[src/rtl/nv_nvdla_pdp_layer_seq.sv]
// PDP layer sequencer: tracks per-group op enables, gates RDMA beats through a
// one-stage output slice, and reports layer completion. Optional stall perf
// counter is built only when NVDLA_PDP_SEQ_PERF_EN is defined.
module nv_nvdla_pdp_layer_seq #(
    parameter int unsigned NVDLA_PDP_BWPE       = 8,
    parameter int unsigned NVDLA_PDP_THROUGHPUT = 8,
    localparam int unsigned PW = NVDLA_PDP_BWPE * NVDLA_PDP_THROUGHPUT + 12
) (
    input  logic          nvdla_core_clk,
    input  logic          nvdla_core_rstn,
    input  logic [1:0]    reg2dp_op_en,
    input  logic [1:0]    reg2dp_flying_mode,
    input  logic          rdma2dp_valid,
    output logic          rdma2dp_ready,
    input  logic [PW-1:0] rdma2dp_pd,
    output logic          dp_pvld,
    input  logic          dp_prdy,
    output logic [PW-1:0] dp_pd,
    input  logic          wdma_done,
    output logic          dp2reg_done,
    output logic          dp2reg_consumer,
    output logic [31:0]   dp2reg_beat_num,
    output logic [31:0]   dp2reg_stall_num
);

    localparam logic [1:0] S_IDLE = 2'd0;
    localparam logic [1:0] S_RUN  = 2'd1;
    localparam logic [1:0] S_WAIT = 2'd2;
    localparam logic [1:0] S_DONE = 2'd3;

    logic [1:0]  state;
    logic [1:0]  state_nxt;
    logic [1:0]  op_en_d;
    logic [1:0]  pend;
    logic [1:0]  op_rise;
    logic [1:0]  pend_clr;
    logic        early_done;
    logic        accept;
    logic        layer_end;
    logic        go_done;
    logic [31:0] beat_cnt;

    // Ready depends only on state and slice occupancy, never on valid.
    assign rdma2dp_ready = (state == S_RUN) & (~dp_pvld | dp_prdy);
    assign accept        = rdma2dp_valid & rdma2dp_ready;
    assign layer_end     = accept & rdma2dp_pd[PW-1] & rdma2dp_pd[PW-5];
    assign go_done       = (state == S_WAIT) & (wdma_done | early_done);
    assign op_rise       = reg2dp_op_en & ~op_en_d;
    assign pend_clr      = {go_done & dp2reg_consumer, go_done & ~dp2reg_consumer};

    always_ff @(posedge nvdla_core_clk or negedge nvdla_core_rstn) begin
        if (!nvdla_core_rstn) begin
            state <= S_IDLE;
        end else begin
            state <= state_nxt;
        end
    end

    always_comb begin
        state_nxt = state;
        case (state)
            S_IDLE: begin
                if (pend[dp2reg_consumer]) begin
                    state_nxt = reg2dp_flying_mode[dp2reg_consumer] ? S_RUN : S_WAIT;
                end
            end
            S_RUN: begin
                if (layer_end) begin
                    state_nxt = S_WAIT;
                end
            end
            S_WAIT: begin
                if (go_done) begin
                    state_nxt = S_DONE;
                end
            end
            S_DONE:  state_nxt = S_IDLE;
            default: state_nxt = S_IDLE;
        endcase
    end

    // Layer bookkeeping; completion actions commit on entry to DONE so the
    // done pulse and the latched counts are visible in the same cycle.
    always_ff @(posedge nvdla_core_clk or negedge nvdla_core_rstn) begin
        if (!nvdla_core_rstn) begin
            op_en_d         <= 2'b00;
            pend            <= 2'b00;
            early_done      <= 1'b0;
            dp2reg_done     <= 1'b0;
            dp2reg_consumer <= 1'b0;
            beat_cnt        <= 32'd0;
            dp2reg_beat_num <= 32'd0;
        end else begin
            op_en_d         <= reg2dp_op_en;
            pend            <= (pend | op_rise) & ~pend_clr;
            dp2reg_done     <= go_done;
            dp2reg_consumer <= dp2reg_consumer ^ go_done;
            if (go_done) begin
                early_done <= 1'b0;
            end else if ((state == S_RUN) && wdma_done) begin
                early_done <= 1'b1;
            end
            if (go_done) begin
                beat_cnt        <= 32'd0;
                dp2reg_beat_num <= beat_cnt;
            end else if (accept) begin
                beat_cnt <= beat_cnt + 32'd1;
            end
        end
    end

    // Single-entry output slice.
    always_ff @(posedge nvdla_core_clk or negedge nvdla_core_rstn) begin
        if (!nvdla_core_rstn) begin
            dp_pvld <= 1'b0;
            dp_pd   <= '0;
        end else if (accept) begin
            dp_pvld <= 1'b1;
            dp_pd   <= rdma2dp_pd;
        end else if (dp_prdy) begin
            dp_pvld <= 1'b0;
        end
    end

`ifdef NVDLA_PDP_SEQ_PERF_EN
    logic [31:0] stall_cnt;
    logic        stall_inc;

    assign stall_inc = (state == S_RUN) & rdma2dp_valid & dp_pvld & ~dp_prdy;

    // Saturating count of RUN cycles where the slice back-pressures RDMA.
    always_ff @(posedge nvdla_core_clk or negedge nvdla_core_rstn) begin
        if (!nvdla_core_rstn) begin
            stall_cnt        <= 32'd0;
            dp2reg_stall_num <= 32'd0;
        end else if (go_done) begin
            stall_cnt        <= 32'd0;
            dp2reg_stall_num <= stall_cnt;
        end else if (stall_inc && (stall_cnt != 32'hFFFF_FFFF)) begin
            stall_cnt <= stall_cnt + 32'd1;
        end
    end
`else
    assign dp2reg_stall_num = 32'd0;
`endif

endmodule

[config.mk]
export PLATFORM = sky130hd
export DESIGN_NAME = nv_nvdla_pdp_layer_seq
export DESIGN_NICKNAME = d
export VERILOG_FILES = /design/src/rtl/nv_nvdla_pdp_layer_seq.sv
export SDC_FILE = /design/constraint.sdc
export NUM_CORES = 1
export LEC_CHECK = 0
export CORE_AREA = 2 2 146 105
export CTS_BUF_LIST = sky130_fd_sc_hd__clkbuf_4 sky130_fd_sc_hd__clkbuf_8 sky130_fd_sc_hd__clkbuf_16
export DETAILED_ROUTE_END_ITERATION = 6
export DIE_AREA = 0 0 148 107
export GPL_ROUTABILITY_DRIVEN = 0
export PLACE_DENSITY = 0.79
export SETUP_SLACK_MARGIN = 0.15
export SLEW_MARGIN = 5
export SYNTH_ARGS = -nofsm -noshare
export SYNTH_HDL_FRONTEND = slang
export SYNTH_SLANG_ARGS = --single-unit
export TNS_END_PERCENT = 20
[constraint.sdc]
create_clock -name nvdla_core_clk -period 2.6 [get_ports nvdla_core_clk]
set_input_delay 0.52 -clock nvdla_core_clk [delete_from_list [all_inputs] [get_ports nvdla_core_clk]]
set_output_delay 0.52 -clock nvdla_core_clk [all_outputs]
set_load 0.02 [all_outputs]
; After elaboration in Yosys (flattened, before gate mapping)
; Cells that the tools add are included.
; W data, S select, Z words.
[classes]
add_sub_neg = 1
n_eq_ne = 6
bitwise_logic = 17
mux = 15
n_lt_le_gt_ge = 1
n_reduce_logical = 6
[ops]
columns = op, n
row1 = $mux W32, 2
row2 = $add A32 B1 Y32 const B, 1
row3 = $mux W1, 8
row4 = $mux W2, 4
row5 = $pmux W2 S4, 1
row6 = $and A1 B1 Y1, 7
row7 = $ne A2 B2 Y1 const B, 3
row8 = $reduce_bool A2 Y1, 3
row9 = $and A2 B2 Y2, 2
row10 = $eq A2 B2 Y1 const B, 2
row11 = $not A2 Y2, 2
row12 = $reduce_and A3 Y1, 1
row13 = $eq A2 B1 Y1 const B, 1
row14 = $logic_not A2 Y1, 1
row15 = $lt A1 B2 Y1 const B, 1
row16 = $not A1 Y1, 2
row17 = $or A1 B1 Y1, 2
row18 = $or A2 B2 Y2, 1
row19 = $logic_and A1 B1 Y1, 1
row20 = $xor A1 B1 Y1, 1
[totals]
output_inout_bits = 144
register_bits = 150

; Longest topological paths before layout
[logic_depth]
depth_word = 8
ltp_mapped = 9
depth_no_buf = 7

; Least setup slack after synthesis
; No wires, ideal clock.
[synth_path]
path_kind = register to register
from = register beat_cnt[4]
to = register beat_cnt[27]
required_time_ns = 2.522
setup_slack_ns = 0.467
t_arrival_ns = 2.055
setup_ns = 0.078
path_buffers = 2
stages_incl_launch_ff = 8
cell_sequence = dfrtp_1 nand3_2 or3_1 buf_2 or4_4 buf_6 or3_1 a21oi_1
[synth_via]
elab_chain_len = 3
[synth_rtl]
columns = element, line
row1 = from (decl), 41  ; logic [31:0] beat_cnt;
row2 = from (signal assigned), 107  ; beat_cnt <= beat_cnt + 32'd1;
row3 = $add A32 B1 Y32, 107
row4 = $mux W32, 106  ; end else if (accept) begin
row5 = $mux W32, 103  ; if (go_done) begin
; Every way passes these cells. The select of a mux whose other input is x is not followed.
; A chain may end at the register's enable or synchronous reset.

; Worst setup path after layout
[layout_path]
from = register state[1]
to = register beat_cnt[31]
[layout_via]
elab_chain_len = 4
[layout_rtl]
columns = element, line
row1 = from (decl), 31  ; logic [1:0] state;
row2 = from (signal assigned), 55  ; state <= state_nxt;
row3 = $eq A2 B1 Y1, 44  ; assign rdma2dp_ready = (state == S_RUN) & (~dp_pvld | dp_prdy);
row4 = $and A1 B1 Y1, 44
row5 = $and A1 B1 Y1, 45  ; assign accept = rdma2dp_valid & rdma2dp_ready;
row6 = $reduce_bool A2 Y1 (no line), n/a
; Parallel ways exist; a longest one is shown, timed or not.

==> reports/metrics.cfg <==
[drt]
drt_pass1_iterations = 5
drc = 0
wl_per_cell_microns = 13.8
ant_nets = 0
vias = 5189
vias_per_cell = 4.66
drt_iter0_drc = 291
wl_mm = 15.4

[cts]
clock_latency_ns = 0.42
clk_pin_slew_worst_paths_ns = 0.06
cts_tree = yes
htree_levels = 4
numCtsBuffers = 17
root_buffer = clkbuf_16
holdBufCountCts = 0
ctsResizeCount = 1
clock-sinks = 150
ctsLongestPathBuffers = 2
post-cts-setup-buffers = 0

[synthesis]
yosys_warnings = 0
syn_area_per_cell_sq_um = 9.02
async_flop_share_pct = 100
synth_edf_count = 0
synthTopCellsByCount = 336 x nand2_1, 150 x dfrtp_1, 32 x buf_4
postSynthCellCount = 707
synth_seq_cells = 150
ys_seq_area_share_pct = 58.9
netlist_area_sq_um = 6370
ys_types = 38
yosysTopAreaCell = dfrtp_1
synth_top_area_share_pct = 58.9
synthFlopType = dfrtp_1
netlist_top_cells_area = dfrtp_1 59%, nand2_1 20%, buf_4 3.8%
synth_most_common_cell = nand2_1

[timing]
tightest_slew_ns = 0.553
timing.setup.tns_ns = 0
whs_ns = 0.0653
clock-skew-final_ns = 0.0132
setup_viol = 0
hold_violations = 0
timing.final.crit_share_pct = 85.1
period_needed_ns = 2.21
slew_headroom_pct = 63.1
rsz0062_at_grt = false
drv_slew = 0
max_freq_mhz = 452

[final_layout]
syn_to_final_growth_pct = 41.9
fin_nets = 999
postLayoutCellArea_sq_um = 9050
final_util_pct = 62.6
final_layout_size_suffix_gt1_share_pct = 5.98
num_antenna_cells = 0

[worst_setup_path]
cp_max_fo = 13
r2r_cells = 7
r2r_slack_ns = 0.39
r2r-end = beat_cnt[31]
critPathLaunch = state[1]
crit_path_end_kind = flop
startpoint_type = flop
critPathCapture = beat_cnt[31]
crit_arrival_ns = 2.57
worstPathRequired_ns = 2.96
r2r_start = state[1]
critPathKind = reg -> reg

[status]
status = complete, no violations

[place]
dpl_cell_area_sq_um = 8500
hpwl_mm = 11.0
port_buffers = 196

[grt]
grt_max_degree = 60
grt_pass1_vias = 5178
grt_first_pass_wirelength_mm = 25.8
grtUsageTotal_pct = 20.5
antenna_found_initial = 0
gr-total-overflow = 0

[power]
leakage_nw = 4.41
power_density_nw_per_um2 = 1000
ir_worst_vdd_uv = 540

[floorplanning]
pin_count = 229
dieArea_sq_um = 15800
coreArea_sq_um = 14400
start_util_pct = 44.1
die_y_microns = 107
rows = 37
fp.dieW_microns = 148

[hold_path]
hold_class = in -> async

[flow_run]
maxCapViolCount = 0

report_power, final:
group,switching (mW),internal [mW]
clock network,0.950,1.33
registers,0.359,2.96
logic,1.96,1.52
total,3.27,5.81
per-layer routing:
metal / global-route usage [%] / wire length, microns / up-vias
met1: 27.6 / 6930 / 2442
met4: 6.19 / 184 / 0
li1: - / - / 2579
met3: 7.11 / 1160 / 18
met5: 0 / 0 / -
met2: 31.4 / 7110 / 150
area by class of cell:
class / count / area (sq um)
clock buffer: 19 / 440
clock inverter: 12 / 106
fill: 1234 / 5400
inverter: 13 / 48.8
multi-input combinational: 512 / 2340
sequential: 150 / 3750
tap: 195 / 244
timing repair buffer: 213 / 2110
how the worst min path moves through the flow:
stage                    start             endpoint  slack [ns]  cells past startpoint
2_1_floorplan  nvdla_core_rstn          beat_cnt[0]        0.22                      0
3_3_place_gp         dp_pd[62]            dp_pd[62]        0.46                      2
3_5_place_dp         dp_pd[46]            dp_pd[46]        0.46                      2
4_1_cts        nvdla_core_rstn  dp2reg_beat_num[21]        0.09                      1
5_1_grt        nvdla_core_rstn  dp2reg_beat_num[21]        0.10                      1
6_report       nvdla_core_rstn  dp2reg_beat_num[21]        0.07                      1
through the flow:
step	worst slack (ns)	instances	total power, mW
floorplan	0.467	738	5.15
global placement	0.137	1083	6.82
detailed placement	0.101	1083	6.88
CTS	0.392	1114	9.21
global route	0.257	1114	9.67
finish	0.388	1114	9.08
sequential cells by signal (all words and copies together) (netlist names):
register	cells
early_done	1
dp_pvld	1
pend	2
dp2reg_done	1
state	2
dp2reg_consumer	1
op_en_d	2
beat_cnt	32
dp2reg_beat_num	32
dp_pd	76
cell usage in the layout (no fill, tap or decap), types with 9 or more instances in the layout:
| cell type | netlist | final |
|---|---|---|
| a21oi_1 | 13 | 13 |
| buf_4 | 32 | 15 |
| clkbuf_16 | 0 | 17 |
| clkdlybuf4s50_1 | 0 | 194 |
| conb_1 | 1 | 32 |
| dfrtp_1 | 150 | 150 |
| inv_1 | 13 | 12 |
| nand2_1 | 336 | 335 |
| nor2_1 | 22 | 22 |
| nor4_1 | 9 | 9 |
| o21ai_0 | 15 | 15 |
| or3_1 | 10 | 10 |
| xnor2_1 | 15 | 15 |
logic make-up (layout without fill, tap and decap cells):
family	count (synthesis)	after routing	synth area share, %
AOI/OAI and AO/OA	34	34	2.92
xor gates and xnor gates	17	17	2.34
adders and majority gates	7	7	1.37
buffers and inverters	76	257	6.50
DFF	150	150	58.9
muxes	6	6	0.962
other	1	32	0.0588
and+or+nand+nor	416	416	27.0
worst max-delay path, cell delays in order (launching register included):
cell and delay (ns):
dfrtp_1 0.40, inv_1 0.11, ha_1 0.21, and2_0 0.17, nand3_1 0.11, or4_4 0.58
or4_1 0.50, nand2_1 0.08
Power figures use the tool's default switching activity.
